--- config.mk ---
export PLATFORM = sky130hd
export DESIGN_NAME = vmem_arbiter
export DESIGN_NICKNAME = d
export VERILOG_FILES = /design/src/rtl/vmem_pkg.sv /design/src/rtl/vmem_wr_fifo.sv /design/src/rtl/vmem_arbiter.sv
export SDC_FILE = /design/constraint.sdc
export NUM_CORES = 1
export LEC_CHECK = 0
export CORE_MARGIN = 3
export CORE_UTILIZATION = 36
export DETAILED_ROUTE_END_ITERATION = 10
export GPL_TIMING_DRIVEN = 1
export HOLD_SLACK_MARGIN = 0.1
export PLACE_DENSITY_LB_ADDON = 0.12
export RECOVER_POWER = 25
export SETUP_SLACK_MARGIN = 0.02
export SLEW_MARGIN = 0
export SYNTH_ARGS = -nofsm -noshare
export SYNTH_HDL_FRONTEND = slang
export SYNTH_SLANG_ARGS = --single-unit
--- constraint.sdc ---
create_clock -name clk -period 5.57 [get_ports clk]
set_input_delay 0.8355 -clock clk [delete_from_list [all_inputs] [get_ports clk]]
set_output_delay 0.8355 -clock clk [all_outputs]
set_load 0.01 [all_outputs]
--- src/rtl/vmem_pkg.sv ---
// vmem_pkg: shared definitions for the frame-memory arbiter.
//   - default frame geometry and pixel width
//   - memory address width ({h, v} packed)
//   - clear-engine state encoding
package vmem_pkg;

    localparam int H_BITS_DEF   = 10;
    localparam int V_BITS_DEF   = 9;
    localparam int DATA_W_DEF   = 24;
    localparam int H_ACTIVE_DEF = 640;
    localparam int V_ACTIVE_DEF = 480;
    localparam int WQ_DEPTH_DEF = 4;

    // Memory address is {h, v}, so its width is the sum of both coordinates.
    localparam int ADDR_W_DEF = H_BITS_DEF + V_BITS_DEF;

    typedef enum logic {
        IDLE  = 1'b0,
        CLEAR = 1'b1
    } clr_state_e;

endpackage

--- src/rtl/vmem_wr_fifo.sv ---
// vmem_wr_fifo: small synchronous FIFO holding pending pixel writes.
// Ports:
//   clk, resetn     clock, asynchronous active-low reset (pointers only)
//   i_push, i_data  enqueue i_data (ignored when full)
//   i_pop           dequeue head (ignored when empty)
//   o_full, o_empty occupancy flags
//   o_head          entry at the head, valid when !o_empty
module vmem_wr_fifo #(
    parameter int WIDTH = 8,
    parameter int DEPTH = 4   // power of 2, >= 2
) (
    input  logic             clk,
    input  logic             resetn,
    input  logic             i_push,
    input  logic [WIDTH-1:0] i_data,
    input  logic             i_pop,
    output logic             o_full,
    output logic             o_empty,
    output logic [WIDTH-1:0] o_head
);

    localparam int AW = $clog2(DEPTH);

    // One extra pointer bit tells full from empty when the indices match.
    logic [AW:0]      r_wptr;
    logic [AW:0]      r_rptr;
    logic [WIDTH-1:0] r_mem [DEPTH];

    logic w_do_push;
    logic w_do_pop;

    assign o_empty   = (r_wptr == r_rptr);
    assign o_full    = (r_wptr[AW] != r_rptr[AW]) && (r_wptr[AW-1:0] == r_rptr[AW-1:0]);
    assign w_do_push = i_push && !o_full;
    assign w_do_pop  = i_pop && !o_empty;
    assign o_head    = r_mem[r_rptr[AW-1:0]];

    // NOTE: sequential state uses non-blocking assignments so every flop
    // samples the pre-edge values regardless of statement order.
    always_ff @(posedge clk or negedge resetn) begin
        if (!resetn) begin
            r_wptr <= '0;
            r_rptr <= '0;
        end else begin
            if (w_do_push) r_wptr <= r_wptr + (AW+1)'(1);
            if (w_do_pop)  r_rptr <= r_rptr + (AW+1)'(1);
        end
    end

    // NOTE: the storage array has no reset; the pointers alone define which
    // entries are valid, and leaving it unreset lets it map onto RAM/LUTRAM.
    always_ff @(posedge clk) begin
        if (w_do_push) r_mem[r_wptr[AW-1:0]] <= i_data;
    end

endmodule

--- src/rtl/vmem_arbiter.sv ---
// vmem_arbiter: single-port frame-memory controller.
// Fixed priority per cycle: scan-out read, then clear engine, then write FIFO.
// Ports:
//   clk, resetn                 clock, asynchronous active-low reset
//   rd_req, rd_h, rd_v          scan-out read request and coordinates
//   rd_data, rd_valid           read data, one cycle after rd_req
//   wr_valid/wr_ready, wr_h,
//   wr_v, wr_data               pixel-writer handshake into the write FIFO
//   clear_start, clear_color    start a full-frame fill with clear_color
//   busy                        clear engine running
//   wr_err                      sticky: an out-of-range pixel was dropped
//   mem_en, mem_we, mem_addr,
//   mem_wdata, mem_rdata        synchronous single-port memory interface
module vmem_arbiter
    import vmem_pkg::*;
#(
    parameter int H_BITS   = H_BITS_DEF,
    parameter int V_BITS   = V_BITS_DEF,
    parameter int DATA_W   = DATA_W_DEF,
    parameter int H_ACTIVE = H_ACTIVE_DEF,
    parameter int V_ACTIVE = V_ACTIVE_DEF,
    parameter int WQ_DEPTH = WQ_DEPTH_DEF
) (
    input  logic                     clk,
    input  logic                     resetn,
    input  logic                     rd_req,
    input  logic [H_BITS-1:0]        rd_h,
    input  logic [V_BITS-1:0]        rd_v,
    output logic [DATA_W-1:0]        rd_data,
    output logic                     rd_valid,
    input  logic                     wr_valid,
    output logic                     wr_ready,
    input  logic [H_BITS-1:0]        wr_h,
    input  logic [V_BITS-1:0]        wr_v,
    input  logic [DATA_W-1:0]        wr_data,
    input  logic                     clear_start,
    input  logic [DATA_W-1:0]        clear_color,
    output logic                     busy,
    output logic                     wr_err,
    output logic                     mem_en,
    output logic                     mem_we,
    output logic [H_BITS+V_BITS-1:0] mem_addr,
    output logic [DATA_W-1:0]        mem_wdata,
    input  logic [DATA_W-1:0]        mem_rdata
);

    localparam int ADDR_W  = H_BITS + V_BITS;
    localparam int ENTRY_W = ADDR_W + DATA_W;

    localparam logic [H_BITS-1:0] H_LAST = H_BITS'(H_ACTIVE - 1);
    localparam logic [V_BITS-1:0] V_LAST = V_BITS'(V_ACTIVE - 1);

    clr_state_e          r_state;
    clr_state_e          w_state_nxt;
    logic [H_BITS-1:0]   r_ch;
    logic [V_BITS-1:0]   r_cv;
    logic [DATA_W-1:0]   r_color;
    logic                r_rd_valid;
    logic                r_wr_err;

    logic                w_in_range;
    logic                w_wr_fire;
    logic                w_push;
    logic                w_pop;
    logic                w_grant_clr;
    logic                w_start_acc;
    logic                w_last_px;
    logic                w_fifo_full;
    logic                w_fifo_empty;
    logic [ENTRY_W-1:0]  w_head;

    // Range check on one extra bit so H_ACTIVE == 2**H_BITS cannot alias to 0.
    assign w_in_range = ({1'b0, wr_h} < (H_BITS+1)'(H_ACTIVE)) &&
                        ({1'b0, wr_v} < (V_BITS+1)'(V_ACTIVE));

    // Out-of-range pixels still complete the handshake but are never queued.
    assign wr_ready  = !w_fifo_full;
    assign w_wr_fire = wr_valid && wr_ready;
    assign w_push    = w_wr_fire && w_in_range;

    // FIFO drains only while the clear engine is idle, so queued pixels land
    // after the fill instead of being overwritten by it.
    assign w_grant_clr = !rd_req && (r_state == CLEAR);
    assign w_pop       = !rd_req && (r_state == IDLE) && !w_fifo_empty;
    assign w_start_acc = clear_start && (r_state == IDLE);
    assign w_last_px   = (r_ch == H_LAST) && (r_cv == V_LAST);

    vmem_wr_fifo #(
        .WIDTH (ENTRY_W),
        .DEPTH (WQ_DEPTH)
    ) u_wr_fifo (
        .clk     (clk),
        .resetn  (resetn),
        .i_push  (w_push),
        .i_data  ({wr_h, wr_v, wr_data}),
        .i_pop   (w_pop),
        .o_full  (w_fifo_full),
        .o_empty (w_fifo_empty),
        .o_head  (w_head)
    );

    // Memory slot: at most one access per cycle.
    // NOTE: every output of a combinational block gets a default first, so no
    // path leaves it unassigned and no latch is inferred.
    always_comb begin
        mem_en    = 1'b0;
        mem_we    = 1'b0;
        mem_addr  = '0;
        mem_wdata = '0;
        if (rd_req) begin
            mem_en   = 1'b1;
            mem_addr = {rd_h, rd_v};
        end else if (w_grant_clr) begin
            mem_en    = 1'b1;
            mem_we    = 1'b1;
            mem_addr  = {r_ch, r_cv};
            mem_wdata = r_color;
        end else if (w_pop) begin
            mem_en    = 1'b1;
            mem_we    = 1'b1;
            mem_addr  = w_head[ENTRY_W-1:DATA_W];
            mem_wdata = w_head[DATA_W-1:0];
        end
    end

    // Clear FSM: state register.
    always_ff @(posedge clk or negedge resetn) begin
        if (!resetn) r_state <= IDLE;
        else         r_state <= w_state_nxt;
    end

    // Clear FSM: next state. clear_start is ignored while already clearing.
    always_comb begin
        w_state_nxt = r_state;
        case (r_state)
            IDLE:    if (clear_start)             w_state_nxt = CLEAR;
            CLEAR:   if (w_grant_clr && w_last_px) w_state_nxt = IDLE;
            default:                              w_state_nxt = IDLE;
        endcase
    end

    // Clear raster counters and latched fill colour.
    always_ff @(posedge clk or negedge resetn) begin
        if (!resetn) begin
            r_ch    <= '0;
            r_cv    <= '0;
            r_color <= '0;
        end else if (w_start_acc) begin
            r_ch    <= '0;
            r_cv    <= '0;
            r_color <= clear_color;
        end else if (w_grant_clr) begin
            if (r_ch == H_LAST) begin
                r_ch <= '0;
                r_cv <= r_cv + 1'b1;
            end else begin
                r_ch <= r_ch + 1'b1;
            end
        end
    end

    // A drop in the same cycle as an accepted clear_start stays flagged: the
    // dropped pixel is newer information than the clear request.
    always_ff @(posedge clk or negedge resetn) begin
        if (!resetn) begin
            r_rd_valid <= 1'b0;
            r_wr_err   <= 1'b0;
        end else begin
            r_rd_valid <= rd_req;
            if (w_wr_fire && !w_in_range) r_wr_err <= 1'b1;
            else if (w_start_acc)         r_wr_err <= 1'b0;
        end
    end

    assign rd_valid = r_rd_valid;
    assign rd_data  = mem_rdata;
    assign busy     = (r_state == CLEAR);
    assign wr_err   = r_wr_err;

endmodule

==> flow_metrics.tcl, run 1 <==
set metrics [dict create \
    status "finished, final reports clean" \
    holdWs_ns 0.4761 \
    synth.ff_latch_count 224 \
    drt_iter0_drc 303 \
    num_rows 58 \
    ys_top_cells_by_count "172 x edfxtp_1, 85 x nand2_1, 52 x dfrtp_1" \
    syn-num-nets 717 \
    port_buffers 139 \
    synthCells 595 \
    antenna_found_initial 3 \
    rsz0062_at_grt "no" \
    die_x_um 168.2 \
    drc 0 \
    syn_area_mm2 0.009474 \
    clockPowerShare_pct 35.5 \
    power_density_mw_per_mm2 375.0 \
    cts-root-buf "clkbuf_16" \
    path_max_fanout 46 \
    ys_warn_count 0 \
    start_util_pct 37.09 \
    grt_use_met1_pct 19.70 \
    nFillCells 2247 \
    slew_headroom_pct 32.06 \
    cp-end-kind "primary output" \
    clock_skew_ns 0.01843 \
    setup_violations 0 \
    pin_count 188 \
    seqPwrFrac_pct 49.3 \
    num-nets-final 833 \
    critPathSlowestCell "dfrtp_4" \
    grt-busiest-layer "met2" \
    route.vias.total 5461 \
    die_area_mm2 0.02830 \
    dp_slack_ns 1.784 \
    crit_path_cell_trace "xnor2_4 > a31oi_4 > a221oi_1 > a21oi_1 > clkdlybuf4s50_1" \
    viasPerCell 5.152 \
    synthTopCellsByArea "edfxtp_1 55%, dfrtp_1 14%, mux4_2 10%" \
    synth_top_area_share_pct 54.52 \
    core_region_area_mm2 0.02554 \
    cts_tree "yes" \
    p_leak_nw 4.240 \
    synthFlopType "edfxtp_1" \
    antenna_cells 0 \
    h-tree-depth 1 \
    clock_latency_ns 0.52 \
    maxCapViolations 0 \
    cts_setup_buffers 0 \
    fin_crit_sh_pct 75.74 \
    numPlacedInstances 1014 \
    clock_path_buffers 3 \
    die_height_um 168.2 \
    ys_seq_area_share_pct 68.25 \
    hold_class "reg -> reg" \
    gr-total-overflow 0 \
    max_freq_ghz 0.2370 \
    ir_drop_v 0.0001635 \
    dp_hpwl_um 13870 \
    p_comb_share_pct 15.2 \
    synth_edf_count 172 \
    synth_cell_types 47 \
    path_class "reg -> out" \
    clk_pin_slew_worst_paths_ns 0.06 \
    area.growth.synth_to_final_pct 24.52 \
    p_sw_mw 1.103 \
    synth_most_common_cell "edfxtp_1" \
    async_flop_share_pct 23.21 \
    use_met3_pct 3.545 \
    fin_ws_ns 1.351 \
    grt_max_degree 53 \
    synth_top_area_cell "edfxtp_1" \
    routed_wl_um 21940 \
    use_met2_pct 26.24 \
    p_sw_share_pct 24.94 \
    intPower_mw 3.321 \
    drive_gt1_share_pct 15.21 \
    fin_setup_tns_ns 0 \
    syn_avg_cell_area_um2 15.92 \
    hold_viol 0 \
    critPathMaxStageDelay_ns 1.11 \
    cts.sinks 224 \
    wl_per_cell_um 20.70 \
    cts-resized-gates 0 \
    grt_pass1_wl_um 33430 \
    startpoint_type "flop" \
    holdBufCountCts 0 \
    cts_made_buffers 25 \
    dr.pass1.iters 5 \
    worst_pin_slew_ns 1.019 \
    worstPathRequired_ns 4.73 \
    final_cells 1060 \
    grt_pass1_vias 5760 \
    ant_nets 0 \
    routabilityCongestion 0.7300 \
    fin_crit_ns 4.219 \
    drv_slew 0 \
    cp_data_arrival_time_ns 3.38 \
    grt_usage_pct 15.20 \
]
-- stage by stage --
step / power, mW / instance area [um2] / util, %
global route: 4.639 / 11800 / 46.18
floorplan: 2.612 / 9474 / -
detailed placement: 2.917 / 11000 / 43.06
CTS: 4.502 / 11800 / 46.18
finish: 4.424 / 11800 / 46.18
global placement: 2.890 / 11000 / 43.06
-- placed cells by master, fill, tap and decap left out, types with 3 or more instances in the layout --
cell,Yosys,final
nand3_1,9,9
xnor2_1,10,10
dlygate4sd3_1,0,33
o31ai_1,3,3
buf_4,28,8
clkbuf_16,0,25
inv_1,21,21
a22o_1,25,25
clkinv_1,0,5
xor2_1,6,6
clkinv_2,0,8
mux4_2,43,43
a221oi_1,19,19
dfrtp_1,52,50
a21oi_1,24,24
or4_1,4,4
nand2_1,85,85
clkdlybuf4s50_1,0,104
and2_2,0,3
ha_1,7,7
nand4_1,7,7
edfxtp_1,172,172
nor2_1,13,13
-- flip-flops by register name, indices dropped and copies added, names as in the netlist --
signal,flops
u_wr_fifo.r_mem,172
wr_err,1
r_color,24
u_wr_fifo.r_rptr,3
rd_valid,1
busy,1
r_cv,9
u_wr_fifo.r_wptr,3
r_ch,10
-- cell families (layout without fill, tap and decap cells) --
family                   Yosys count  count (layout)  synth area share, %
AO/OA/AOI/OAI                     80              80                6.630
multiplexers                      46              46                10.57
flip-flops                       224             224                68.25
buffers and inverters             79             214                4.635
AND/OR/NAND/NOR                  141             141                7.052
XOR/XNOR                          18              18                1.941
adder cells (fa/ha/maj)            7               7               0.9244
-- layer usage --
metal,wire length [um],up-vias
met5,32,-
met4,312,6
met3,1446,36
met2,10990,168
met1,9164,2760
li1,-,2491
-- cell type report --
cell class	instances	area, um2	share of cell area (%)
Sequential cell	224	6471	54.85
Multi-Input combinational cell	292	2596	22.01
Timing Repair Buffer	147	1441	12.22
Clock buffer	29	660.6	5.600
Tap cell	330	412.9	3.500
Clock inverter	17	136.4	1.156
Inverter	21	78.83	0.6681
-- path summary, 6_finish.rpt --
check	from	to	slack (ns)	cells after the start
max reg2reg	u_wr_fifo.r_rptr[0]$_DFFE_PN0P_	u_wr_fifo.r_mem[2][29]$_DFFE_PP_	2.21	5
max	u_wr_fifo.r_rptr[0]$_DFFE_PN0P_	mem_addr[16]	1.35	5
min in group asynchronous	resetn	r_color[6]$_DFFE_PN0N_	0.50	2
min	r_color[23]$_DFFE_PN0N_	r_color[23]$_DFFE_PN0N_	0.48	2
min reg2reg	r_color[23]$_DFFE_PN0N_	r_color[23]$_DFFE_PN0N_	0.48	2
max in group asynchronous	resetn	u_wr_fifo.r_rptr[0]$_DFFE_PN0P_	4.50	2
-- critical path, delay by kind of cell, from the launching register on --
kind	cells	cell delay, ns
buf+inv	1	0.56
compound gates	3	0.97
xor+xnor	1	0.21
flops	1	1.11
-- power by group through the flow --
stage / Sequential (mW) / Combinational (mW) / Clock [mW]
CTS: 2.19 / 0.698 / 1.62
floorplan: 2.13 / 0.477 / 0
global route: 2.21 / 0.734 / 1.70
global placement: 2.21 / 0.681 / 0
finish: 2.18 / 0.674 / 1.57
detailed placement: 2.22 / 0.695 / 0
Note: power is estimated with default switching activity, not from simulation.
==> run 2: changes to the inputs <==
- clock period: 5.57 -> 3.57 ns (I/O delays scaled with it)
==> run 2 against run 1 <==
Setup slack worse by 1.1 ns. Final cell count rose by 1.8%. Flip-flop and latch count stayed put. Total power is 60% higher. Utilization rose by 0.76 points. Highest routed layer unchanged.
==> flow_metrics.tcl, run 2 (synthesis results as in run 1) <==
set metrics [dict create \
    status "finished, final reports clean" \
    drv_slew 0 \
    path_class "reg -> out" \
    cts-resized-gates 0 \
    core_region_area_mm2 0.02554 \
    worstPathRequired_ns 3.03 \
    ant_nets 0 \
    cts.sinks 224 \
    clock_path_buffers 3 \
    rrSetupSlack_ns 0.94 \
    num_rows 58 \
    final_common_cell "edfxtp_1" \
    cp_data_arrival_time_ns 2.82 \
    antenna_found_initial 2 \
    worst_pin_slew_ns 0.8646 \
    clock_skew_ns 0.01119 \
    power_density_mw_per_mm2 591.9 \
    fin_crit_sh_pct 94.11 \
    crit-reg2reg-launch "u_wr_fifo.r_rptr[2]$_DFFE_PN0P_" \
    start_util_pct 37.09 \
    final_core_util_pct 46.94 \
    worstHoldStart "rd_req" \
    rsz0062_at_grt "no" \
    viasPerCell 5.190 \
    grt_pass1_vias 6020 \
    slew_headroom_pct 42.24 \
    dp_hpwl_um 14820 \
    numPlacedInstances 1027 \
    clk_pin_slew_worst_paths_ns 0.06 \
    hold_class "in -> reg" \
    die_height_um 168.2 \
    drt_iter0_drc 393 \
    maxCapViolations 0 \
    layout_common_cells "172 x edfxtp_1, 104 x clkdlybuf4s50_1, 85 x nand2_1" \
    routabilityCongestion 0.7911 \
    die_x_um 168.2 \
    min_path_cells 3 \
    clock_latency_ns 0.52 \
    fin_setup_tns_ns 0 \
    ir_drop_v 0.0002639 \
    max_freq_ghz 0.2976 \
    grt_usage_pct 15.86 \
    gr-total-overflow 0 \
    hold_viol 0 \
    port_buffers 139 \
    reg2reg_to "u_wr_fifo.r_mem[0][38]$_DFFE_PP_" \
    largest_reg_flops 172 \
    wl_per_cell_um 21.07 \
    drc 0 \
    h-tree-depth 1 \
    num-nets-final 851 \
    cts-root-buf "clkbuf_16" \
    route.vias.total 5600 \
    drive_gt1_share_pct 16.71 \
    startpoint_type "flop" \
    rr_worst_depth 5 \
    cp-end-kind "primary output" \
    die_area_mm2 0.02830 \
    pin_count 188 \
    routed_wl_um 22730 \
    path_max_fanout 28 \
    fin_crit_ns 3.360 \
    grt_max_degree 39 \
    area.growth.synth_to_final_pct 26.57 \
    cts_made_buffers 25 \
    grt_pass1_wl_um 35050 \
    setup_violations 0 \
    cts_tree "yes" \
    dr.pass1.iters 6 \
    final_cells 1079 \
    whs_endpoint "r_ch[0]$_DFFE_PN0P_" \
    p_leak_nw 4.330 \
]
==> run 2: cell types whose count changed in the layout (fill, tap and decap cells not counted) <==
cell and change:
buf_4 +16, clkbuf_1 +7, clkinv_2 -6, clkinv_1 -4, clkinvlp_4 +3, bufinv_16 +2, buf_12 +1, clkbuf_8 -1
clkinv_4 -1, diode_2 +1, dlygate4sd3_1 +1
==> run 2: final cells by class <==
type,count,area (um2)
fill,2245,13550
antenna,1,2.502
inverter,21,78.83
clock inverter,11,165.2
sequential,224,6471
clock buffer,35,673.1
timing repair buffer,165,1592
tap,330,412.9
multi-input combinational,292,2596
==> run 2: what timing repair did <==
item	in CTS	in global routing
endpoints found under the setup margin	1	15
hold endpoints to repair	25	0
hold buffers	1	0
pin swaps	1	1
setup buffers	0	4
==> run 2: stage by stage <==
step | instance area (um2) | setup slack, ns | power, mW | hold slack, ns
finish | 11990 | 0.2101 | 7.097 | 0.4667
CTS | 11960 | 0.02225 | 7.209 | 0.4549
floorplan | 9474 | 0.2470 | 4.075 | 0.2399
detailed placement | 11110 | 0.5676 | 4.587 | 0.4644
global route | 11990 | 0.06733 | 7.437 | 0.4606
global placement | 11110 | 0.5997 | 4.549 | 0.4579
==> run 2: worst max-delay path, stage by stage, from the launching register on <==
cell and delay (ns):
dfrtp_1 0.66, nor2b_4 0.82, a22o_1 0.27, clkdlybuf4s50_1 0.54
==> run 2: how the worst max path moves through the flow <==
stage                                          from                               to  slack [ns]  depth (start not counted)
global route                         busy$_DFF_PN0_                    mem_wdata[22]        0.07                          3
floorplan           u_wr_fifo.r_rptr[2]$_DFFE_PN0P_  u_wr_fifo.r_mem[3][0]$_DFFE_PP_        0.25                          3
global placement    u_wr_fifo.r_rptr[0]$_DFFE_PN0P_                     mem_addr[16]        0.60                          5
detailed placement  u_wr_fifo.r_rptr[0]$_DFFE_PN0P_                     mem_addr[16]        0.57                          5
finish                               busy$_DFF_PN0_                    mem_wdata[16]        0.21                          3
CTS                 u_wr_fifo.r_rptr[0]$_DFFE_PN0P_                     mem_addr[16]        0.02                          5
==> run 2: metal layers <==
metal / share of wire, % / vias up / global-route usage [%]
li1: - / 2528 / -
met1: 43 / 2868 / 21.16
met2: 49 / 157 / 26.68
met3: 5.8 / 45 / 3.123
met4: 1.9 / 2 / 4.340
met5: 0.031 / - / 0
==> run 2: power by group <==
group          leakage [nW]  switching (mW)  internal, mW
logic                  1.71           0.591         0.583
clock network         0.397           0.984          1.61
registers              2.22           0.161          3.17
==> patch 1 (config.mk and constraints of run 2) <==
Change the package constant `DATA_W_DEF` from 24 to 32.
--- a/src/rtl/vmem_pkg.sv
+++ b/src/rtl/vmem_pkg.sv
@@ -6,7 +6,7 @@
 
     localparam int H_BITS_DEF   = 10;
     localparam int V_BITS_DEF   = 9;
-    localparam int DATA_W_DEF   = 24;
+    localparam int DATA_W_DEF   = 32;
     localparam int H_ACTIVE_DEF = 640;
     localparam int V_ACTIVE_DEF = 480;
     localparam int WQ_DEPTH_DEF = 4;
Interface: changed (5 resized); port bits go from 188 to 228. The function was not compared with the original's and may differ.
==> patch 1 against run 2 <==
Area after synthesis rose by 17%; sequential cell count up 40; clock skew increased by 0.0039 ns; combinational power up 18%; power up 20%; synthesized cell count up 16%; utilization increased by 0.22 points; hold slack worse by 0.35 ns; sequential share of layout area increased by 0.078 points; critical path depth grew 2; final area is 18% higher; wire length rose by 16%; setup slack better by 0.0063 ns.
==> patch 1: results (changes against run 2) <==
top cells by area, synth edfxtp_1 (55%), dfrtp_1 (14%), mux4_2 (10%), nand2_1 (3.7%), a22o_1 (2.5%); Starting DRT DRC Count 689 (+75%); Synth Area in Compound Gates 6.70% (+0.072 points); largest net degree at the start of global routing 61 (+56%); H-tree level count 1 (unchanged); vias in the first global route 6940 (+15%); Largest register FFs 204 (+19%); reg2reg setup slack 1.02 ns (+0.08 ns); static leakage 0.00508 uW (+17%); fraction of layout cells with a size suffix above 1 17.1% (+0.34 points); fin crit share 93.9% (-0.18 points); Arrival @ worst endpoint 2.82 ns (about the same); CP endpoint mem_wdata[20]; Fill cells 2589 (+15%); sequential power share 46.0% (-0.9 points); combinational share of power 16.3% (-0.2 points); Nets 986 (+16%); Ys Warns 0 (unchanged); r2r startpoint u_wr_fifo.r_rptr[1]; Final HPWL DP 16.5 mm (+12%); Post-synth EDFFs 204 (+19%); I/O Buffers 163 (+17%); async set or reset register ratio after synthesis 22.7% (-0.49 points); crit-path max cell delay 0.65 ns (-0.17 ns); CP top delay family buffers and inverters; part of the Yosys area used for sequential elements 68.9% (+0.64 points); Final TNS setup 0 ns (unchanged); Inserted Clock Buffers 29 (+16%); global-route wire length before repair 40.5 mm (+16%); post-place setup slack 0.478 ns (-0.0897 ns); Crit Path Class flop to output pin; Setup Skew 0.0151 ns (+0.00393 ns); critical path's slowest cell dfrtp_4; xor and xnor fraction of the mapped netlist area 1.44% (-0.51 points); multiplexer share of the synthesized area 10.6% (+0.012 points); Peak VDD IR 0.294 mV (+11%); status complete, no violations; Post-Place Cell Area 0.0130 mm^2 (+17%); worst hold path class primary input to asynchronous set/reset pin; Worst-path clk slew 0.06 ns (about the same); gr usage total 15.7% (-0.21 points); crit path max fanout 36 (+29%); initial antenna violation count 5 (+3); Vias/cell 5.19 (about the same); routed wire length 26.5 mm (+16%); GP Congestion 0.817 (+3.3%); CTS root buf clkbuf_16; sw frac 24.5% (+0.070 points); Worst-Skew Late Latency 0.55 ns (+0.03 ns); Detailed Routing Iterations Pass 1 5 (-1); FF-to-FF End u_wr_fifo.r_mem[1][39]; Synthesized Nets 837 (+17%); CTS Buffer Depth 3 (unchanged); worst-margin pin slew 0.916 ns (+0.0514 ns); FF-to-FF path depth 5 (unchanged); Synth cell types 48 (+2.1%); post-synthesis adder-cell area fraction 0.791% (-0.13 points); leading cell types by count after synthesis edfxtp_1 (204), nand2_1 (108), dfrtp_1 (60), mux4_2 (51), buf_4 (36)
==> patch 1: changes by cell type after synthesis, sizes merged, moves of 7 or more <==
cell           run 2  this run
a22o              25        32
buf               38        50
dfrtp             52        60
edfxtp           172       204
mux4              43        51
nand2             85       108
==> patch 1: repair_timing <==
item | 4_1_cts | 5_1_grt
endpoints found under the setup margin | 44 | 8
gates resized for setup | 1 | 0
pin swaps | 1 | 0
buffers inserted | 3 | 4
hold endpoints to repair | 0 | 0
gates cloned | 0 | 0
==> patch 1: how the worst min path moves through the flow <==
stage / startpoint / endpoint / slack [ns] / depth (start not counted)
6_report: resetn / r_cv[3] / 0.12 / 1
5_1_grt: resetn / rd_valid / 0.19 / 1
4_1_cts: resetn / r_cv[2] / 0.14 / 1
3_5_place_dp: r_color[23] / r_color[23] / 0.46 / 2
3_3_place_gp: r_color[7] / r_color[7] / 0.46 / 2
2_1_floorplan: resetn / busy / 0.24 / 0
==> patch 1: per-layer routing <==
metal | global-route usage, % | vias to the layer above | part of all wire, %
met2 | 26.9 | 218 | 50
li1 | - | 2912 | -
met4 | 4.94 | 6 | 2.7
met5 | 0 | - | 0.12
met3 | 3.17 | 77 | 5.9
met1 | 20.0 | 3292 | 41
==> patch 1: metrics by stage <==
step	instances	power, uW	hold slack (ns)	util, %
2_1_floorplan	691	4770	0.240	-
3_3_place_gp	1192	5300	0.459	43.3
3_5_place_dp	1192	5340	0.462	43.3
4_1_cts	1248	8600	0.136	47.0
5_1_grt	1254	8860	0.186	47.2
6_report	1254	8500	0.120	47.2
==> patch 1: final cells by class <==
class	instances	area share [%]
diodes	2	0.0354
clock buffers	33	5.46
inverters	23	0.611
flip-flops and latches	264	54.0
well taps	390	3.45
repair buffers	189	13.5
clock inverters	20	1.94
multi-input cells	333	21.0
==> patch 2 (flow settings as in run 2) <==
Without the edit above. Register the output `wr_err` once more, without a reset; this adds one clock of latency there. The other outputs are not delayed to match.
--- a/src/rtl/vmem_arbiter.sv
+++ b/src/rtl/vmem_arbiter.sv
@@ -175,7 +175,9 @@
     assign rd_valid = r_rd_valid;
     assign rd_data  = mem_rdata;
     assign busy     = (r_state == CLEAR);
-    assign wr_err   = r_wr_err;
+    always_ff @(posedge clk) begin
+        wr_err <= r_wr_err;
+    end
 
 endmodule
 
Formal check against the unedited RTL: not equivalent (Yosys sat finds a counterexample within 4 cycles, from zero or initial values and one cycle with resetn low).
==> patch 2 against run 2 <==
The run now ends with capacitance limit, slew limit left; non-clock buffer count down 5; critical path depth grew 3; final area about the same; utilization hardly changed; cell count decreased by 0.46%; wire length down 2.1%; power is 0.50% lower; die area grew 0.20%; clock power decreased by 2%; via count decreased by 1.3%; sequential cell count grew 1; area after synthesis grew 0.21%; setup slack better by 0.0015 ns; highest routed layer unchanged.
==> patch 2: results (changes against run 2) <==
status finished with violations; failing checks capacitance limit, slew limit; largest net degree at the start of global routing 46 (+18%); Max Cap Viol 1 (+1); routed wire length 22.2 mm (-2.1%); static leakage 0.00432 uW (-0.21%); crit path from u_wr_fifo.r_rptr[0]; hold path start r_wr_err; xor and xnor fraction of the mapped netlist area 1.94% (-0.0041 points); part of the Yosys area used for sequential elements 68.3% (about the same); Mean Syn Cell Area 15.9 um^2 (about the same); Synth cell types 48 (+2.1%); H-tree level count 1 (unchanged); routing usage on met3 2.93% (-0.19 points); Slew Limit Fails 31 (+31); global-route wire length before repair 34.6 mm (-1.2%); post-place setup slack 0.562 ns (-0.00521 ns); crit path max fanout 12 (-57%); Setup Skew 0.0121 ns (+0.000879 ns); Peak VDD IR 0.281 mV (+6.6%); met1 GRT Util 20.5% (-0.63 points); GP Congestion 0.766 (-3.1%); Synthesized Nets 718 (+0.14%); r2r startpoint busy; M2 GR Usage 26.9% (+0.23 points); gr usage total 15.7% (-0.20 points); average wire per standard cell 20.7 um (-1.7%); fraction of layout cells with a size suffix above 1 16.0% (-0.67 points); Nets 847 (-0.47%); routed vias 5527 (-1.3%); Starting DRT DRC Count 293 (-25%); post-synthesis adder-cell area fraction 0.923% (-0.0019 points); top cells by area, synth edfxtp_1 (54%), dfrtp_1 (14%), mux4_2 (10%), nand2_1 (3.4%), a22o_1 (2.3%); worst hold path class flop to flop; vias in the first global route 5941 (-1.3%); Fill cells 2219 (-1.2%); multiplexer share of the synthesized area 10.5% (-0.022 points); async set or reset register ratio after synthesis 23.1% (-0.10 points)
==> patch 2: layout make-up <==
cell class | instances | area, um^2 | share of cell area (%)
flip-flops and latches | 225 | 6490 | 54.2
multi-input cells | 292 | 2600 | 21.7
repair buffers | 160 | 1580 | 13.2
clock buffers | 31 | 648 | 5.41
well taps | 330 | 413 | 3.45
clock inverters | 13 | 165 | 1.38
inverters | 21 | 78.8 | 0.658
diodes | 2 | 5.00 | 0.0418
==> patch 2: path summary, 6_finish.rpt <==
| kind | to | slack, ns | depth (start not counted) |
|---|---|---|---|
| hold reg to reg | wr_err | 0.39 | 0 |
| max in group asynchronous | u_wr_fifo.r_rptr[0] | 1.57 | 1 |
| min in group asynchronous | r_color[8] | 0.59 | 1 |
| setup reg to reg | r_cv[7] | 1.22 | 5 |
| hold / removal | wr_err | 0.39 | 0 |
| setup / recovery | mem_addr[16] | 0.21 | 6 |
==> patch 2: worst max-delay path: stages (launching register included) <==
cell	delay, ns
dfrtp_4	0.61
xnor2_4	0.22
a31oi_4	0.42
buf_4	0.27
a221oi_1	0.10
a21oi_1	0.15
clkdlybuf4s50_1	0.55
==> patch 2: what timing repair did <==
action / CTS / global route
endpoints found under the setup margin: 2 / 0
hold buffers: 0 / 0
buffers inserted: 1 / 0
resized for setup: 0 / 0
==> patch 2: power by group through the flow <==
stage / clock, uW / sequential [uW] / combinational [uW]
6_report: 2540 / 3350 / 1170
5_1_grt: 2720 / 3390 / 1270
4_1_cts: 2600 / 3350 / 1210
3_5_place_dp: 0 / 3420 / 1170
3_3_place_gp: 0 / 3400 / 1160
2_1_floorplan: 0 / 3340 / 744
==> patch 2: layer usage <==
metal	vias up	routed length, um
li1	2518	-
met1	2800	9360
met2	145	11100
met3	62	1280
met4	2	518
met5	-	7
